===== src/rtl/square_wave_sequencer.sv =====
// Note-table sequencer for a square-wave tone generator: steps through
// (frequency, duration) entries and gates the generator per note.
module square_wave_sequencer #(
  parameter  int counter_width = 8,
  parameter  int dur_width     = 12,
  parameter  int num_notes     = 16,
  parameter  int tick_div      = 4,
  parameter  int gap_ticks     = 1,
  localparam int IW            = (num_notes > 1) ? $clog2(num_notes) : 1
) (
  input  logic                     clk,
  input  logic                     reset,
  input  logic                     wr_en,
  input  logic [IW-1:0]            wr_addr,
  input  logic [counter_width-1:0] wr_freq,
  input  logic [dur_width-1:0]     wr_dur,
  input  logic                     start,
  input  logic                     stop,
  input  logic                     loop,
  output logic [counter_width-1:0] frequency_control,
  output logic                     tone_enable,
  output logic [IW-1:0]            note_index,
  output logic                     busy,
  output logic                     done
);
  localparam int PW = (tick_div > 1) ? $clog2(tick_div) : 1;

  typedef enum logic [2:0] {S_IDLE, S_FETCH, S_PLAY, S_GAP, S_DONE} state_t;

  logic [counter_width-1:0] r_tbl_freq [num_notes];
  logic [dur_width-1:0]     r_tbl_dur  [num_notes];

  state_t                   r_state, w_state;
  logic [IW-1:0]            r_idx, w_idx;
  logic [PW-1:0]            r_pre, w_pre;
  logic [dur_width-1:0]     r_dur, w_dur;
  logic [counter_width-1:0] r_freq, w_freq;
  logic                     r_ten, w_ten;
  logic                     r_loop, w_loop;
  logic                     r_busy, w_busy;
  logic                     r_done, w_done;

  logic [counter_width-1:0] w_rd_freq;
  logic [dur_width-1:0]     w_rd_dur;
  logic                     w_wrap, w_last;
  state_t                   w_adv_state;
  logic [IW-1:0]            w_adv_idx;

  // Table is deliberately outside the reset domain so it survives reset.
  always_ff @(posedge clk) begin
    if (wr_en && !r_busy) begin
      r_tbl_freq[wr_addr] <= wr_freq;
      r_tbl_dur[wr_addr]  <= wr_dur;
    end
  end

  assign w_rd_freq = r_tbl_freq[r_idx];
  assign w_rd_dur  = r_tbl_dur[r_idx];
  assign w_wrap    = (r_pre == PW'(tick_div - 1));
  // PLAY and GAP share the prescaler and the tick down-counter.
  assign w_last    = w_wrap && (r_dur == dur_width'(1));

  always_comb begin
    w_adv_state = S_FETCH;
    w_adv_idx   = r_idx + IW'(1);
    if (r_idx == IW'(num_notes - 1)) begin
      w_adv_idx = '0;
      if (!r_loop) begin
        w_adv_state = S_DONE;
        w_adv_idx   = r_idx;
      end
    end
  end

  always_comb begin
    w_state = r_state;
    w_idx   = r_idx;
    w_pre   = r_pre;
    w_dur   = r_dur;
    w_freq  = r_freq;
    w_ten   = r_ten;
    w_loop  = r_loop;
    case (r_state)
      S_IDLE: begin
        if (start && !stop) begin
          w_state = S_FETCH;
          w_idx   = '0;
          w_loop  = loop;
        end
      end
      S_FETCH: begin
        if (w_rd_dur != '0) begin
          w_state = S_PLAY;
          w_freq  = w_rd_freq;
          w_ten   = (w_rd_freq != '0);
          w_dur   = w_rd_dur;
          w_pre   = '0;
        end else if (r_loop && r_idx != '0) begin
          w_idx = '0;
        end else begin
          w_state = S_DONE;
        end
      end
      S_PLAY, S_GAP: begin
        w_pre = w_wrap ? '0 : r_pre + PW'(1);
        if (w_wrap) w_dur = r_dur - dur_width'(1);
        if (w_last) begin
          if (r_state == S_PLAY && gap_ticks > 0) begin
            w_state = S_GAP;
            w_dur   = dur_width'(gap_ticks);
            w_pre   = '0;
          end else begin
            w_state = w_adv_state;
            w_idx   = w_adv_idx;
          end
        end
      end
      S_DONE:  w_state = S_IDLE;
      default: w_state = S_IDLE;
    endcase
    if (stop && r_state != S_IDLE) w_state = S_IDLE;
    if (w_state != S_PLAY) w_ten = 1'b0;
    w_busy = (w_state == S_FETCH) || (w_state == S_PLAY) || (w_state == S_GAP);
    w_done = (w_state == S_DONE);
  end

  always_ff @(posedge clk or posedge reset) begin
    if (reset) begin
      r_state <= S_IDLE;
      r_idx   <= '0;
      r_pre   <= '0;
      r_dur   <= '0;
      r_freq  <= '0;
      r_ten   <= 1'b0;
      r_loop  <= 1'b0;
      r_busy  <= 1'b0;
      r_done  <= 1'b0;
    end else begin
      r_state <= w_state;
      r_idx   <= w_idx;
      r_pre   <= w_pre;
      r_dur   <= w_dur;
      r_freq  <= w_freq;
      r_ten   <= w_ten;
      r_loop  <= w_loop;
      r_busy  <= w_busy;
      r_done  <= w_done;
    end
  end

  assign frequency_control = r_freq;
  assign tone_enable       = r_ten;
  assign note_index        = r_idx;
  assign busy              = r_busy;
  assign done              = r_done;
endmodule


===== config.mk =====
export PLATFORM = sky130hd
export DESIGN_NAME = square_wave_sequencer
export DESIGN_NICKNAME = d
export VERILOG_FILES = /design/src/rtl/square_wave_sequencer.sv
export SDC_FILE = /design/constraint.sdc
export NUM_CORES = 1
export LEC_CHECK = 0
export ABC_AREA = 1
export CORE_MARGIN = 1
export CORE_UTILIZATION = 57
export DETAILED_ROUTE_END_ITERATION = 8
export PLACE_DENSITY = 0.86
export SLEW_MARGIN = 15
export SYNTH_ARGS = -nofsm -noshare
export SYNTH_HDL_FRONTEND = slang
export SYNTH_SLANG_ARGS = --single-unit

===== constraint.sdc =====
create_clock -name clk -period 3.1 [get_ports clk]
set_input_delay 0.93 -clock clk [delete_from_list [all_inputs] [get_ports clk]]
set_output_delay 0.93 -clock clk [all_outputs]
set_load 0.02 [all_outputs]

==> impl_metrics.tcl <==
set metrics [dict create \
    tns_ns 0 \
    holdPathStages 2 \
    clockBufferDepth 3 \
    ys_warn_count 0 \
    max_clock_freq_mhz 343 \
    grt_overflow 0 \
    period_minus_slack_ns 2.91 \
    utilization 0.667 \
    syn-cell-area_um2 15200 \
    place_ws_ns 0.223 \
    r2r-start "note_index[3]$_DFFE_PP0P_" \
    synth_flop_cell "edfxtp_1" \
    ios 45 \
    start_util 0.582 \
    htree_levels 2 \
    drt-total-wl_um 36600 \
    start_kind "flop" \
    status "finished clean" \
    maxSlewViolCount 0 \
    synth_edf_count 320 \
    fill_cells 1699 \
    wl_per_cell_um 19.6 \
    grt_max_degree 72 \
    core_area_um2 26100 \
    insertion_delay_ns 0.52 \
    placed_cell_area_um2 16300 \
    reg2reg_to "r_dur[0]$_DFFE_PP0P_" \
    drt_iter0_drc 1619 \
    slew_headroom 0.293 \
    die_w_um 165 \
    synth.most_common_cell "nand2_1" \
    area_growth_pct 14.6 \
    setup_violations 0 \
    cap_violations 0 \
    ctsRootBufferMaster "clkbuf_16" \
    worst_pin_slew_ns 1.06 \
    clk_pin_slew_ns 0.06 \
    path_class "reg -> out" \
    vdd_ir_drop_max_mv 0.687 \
    grt_pass1_vias 10800 \
    hpwl_um 22300 \
    finClkSkew_ns 0.0168 \
    pwr_density_cell_nw_per_um2 783 \
    required_ns 2.17 \
    dieArea_um2 27300 \
    synth_area_leaders "edfxtp_1, nand2_1, dfrtp_1, nor2_1, nand3_1" \
    die_y_um 165 \
    seq_area_frac_synth 0.688 \
    layout_setup_ws_ns 0.186 \
    tritoncts "done" \
    grt_first_pass_wirelength_um 56100 \
    viasPerCell 5.90 \
    ys_seq_elements 353 \
    drc 0 \
    synth_fp_nets 1482 \
    multi_input_area_um2 3910 \
    cp_data_arrival_time_ns 1.98 \
    cts_resized 0 \
    nets 1544 \
    portBuffers 44 \
    r2r_slack_ns 0.28 \
    yosysTopAreaCell "edfxtp_1" \
    synth_top_area_share 0.634 \
    routed-via-count 11000 \
    synth_cell_types 35 \
    cts.sinks 353 \
    p_leak_nw 6.82 \
    syn_inst 1447 \
    routabilityCongestion 0.901 \
    hp-start "frequency_control[0]$_DFFE_PP0P_" \
    synth_common_cells "nand2_1, edfxtp_1, nor2_1" \
    first_pass_iters 6 \
    cts_setup_buffers 0 \
    ff_latch_area_um2 10400 \
    grt.total_usage 0.274 \
    reg2reg_depth 13 \
    path_max_fanout 33 \
    ys_async_sr_fraction 0.0935 \
    cts_inserted_buffers 35 \
    rsz0062_at_grt "false" \
    avgSynthCellArea_um2 10.5 \
    antenna_found_initial 1 \
    period_share 0.940 \
    drive_gt1_frac 0.0822 \
    rows 59 \
    antenna_left 0 \
    hold_path_class "reg -> reg" \
    hold_buffers 0 \
    hold_path_end "frequency_control[0]$_DFFE_PP0P_" \
    end_kind "output port" \
    fin_area_um2 17400 \
    power_w 0.0136 \
    final_hold_viol_count 0 \
]
==> routing by layer <==
layer  vias to the layer above  wire length [µm]  GRT usage
li1                       4952                 -          -
met1                      5208             13300      0.346
met2                       723             17900      0.456
met3                       143              4020     0.0559
met4                         0              1430      0.124
met5                         -                 0          0
==> cells in the final DEF, fill, tap and decap left out, types with 6 or more instances in the layout <==
cell type and instances:
o211ai_1 9, buf_12 16, nor3_1 12, nand2_1 367, o21ai_0 96, nor2_2 18, clkdlybuf4s50_1 44, xor2_1 9
inv_1 132, dfrtp_1 31, edfxtp_1 320, a21oi_1 10, a31oi_1 11, o22ai_1 6, clkinv_1 10, o21ai_1 20
nand3_1 105, nor2_1 198, clkbuf_16 35, clkbuf_1 13, buf_4 35
==> flip-flops by register name, indices dropped and copies added, names as in the netlist <==
register,cells
r_tbl_dur,192
done,1
r_state,3
tone_enable,1
r_pre,2
r_tbl_freq,128
note_index,4
r_loop,1
busy,1
r_dur,12
frequency_control,8
==> worst max path at each step <==
stage | to | depth (start not counted) | startpoint
after detailed placement | r_tbl_dur[15][2]$_DFFE_PP_ | 6 | wr_en
after CTS | note_index[1] | 2 | note_index[1]$_DFFE_PP0P_
final | note_index[1] | 2 | note_index[1]$_DFFE_PP0P_
after global routing | r_dur[6]$_DFFE_PP0P_ | 16 | note_index[0]$_DFFE_PP0P_
after global placement | r_tbl_dur[15][4]$_DFFE_PP_ | 6 | wr_en
after floorplan | note_index[3]$_DFFE_PP0P_ | 14 | note_index[0]$_DFFE_PP0P_
==> power by group <==
part,switching [W],internal (W)
logic,0.00276,0.00129
clock network,0.00169,0.00226
registers,0.000163,0.00546
total,0.00461,0.00901
==> cell type report <==
type | count | share of cell area
flip-flops and latches | 353 | 0.601
multi-input cells | 884 | 0.225
repair buffers | 95 | 0.0589
clock buffers | 48 | 0.0532
inverters | 140 | 0.0304
well taps | 335 | 0.0241
clock inverters | 13 | 0.00684
diodes | 1 | 0.000144
==> worst max-delay path, cell delays in order, from the launching register on <==
cell and delay, ns:
dfrtp_4 0.44, buf_4 0.35, clkdlybuf4s50_1 0.68
==> cell families (layout without fill, tap and decap cells) <==
logic type,count (synthesis),count (layout),synth area share
buf+inv,210,296,0.0564
simple gates,708,708,0.187
compound gates,162,162,0.0586
fa+ha+maj,5,5,0.00413
other cells,0,1,0
flops,353,353,0.688
xor+xnor,9,9,0.00520
==> per-stage QoR <==
stage	cells	hold slack, ns
after CTS	1868	0.492
after detailed placement	1807	0.476
after global routing	1868	0.500
after global placement	1807	0.469
after floorplan	1447	0.463
final	1869	0.490
No activity file was read; power rests on OpenSTA's default activity.
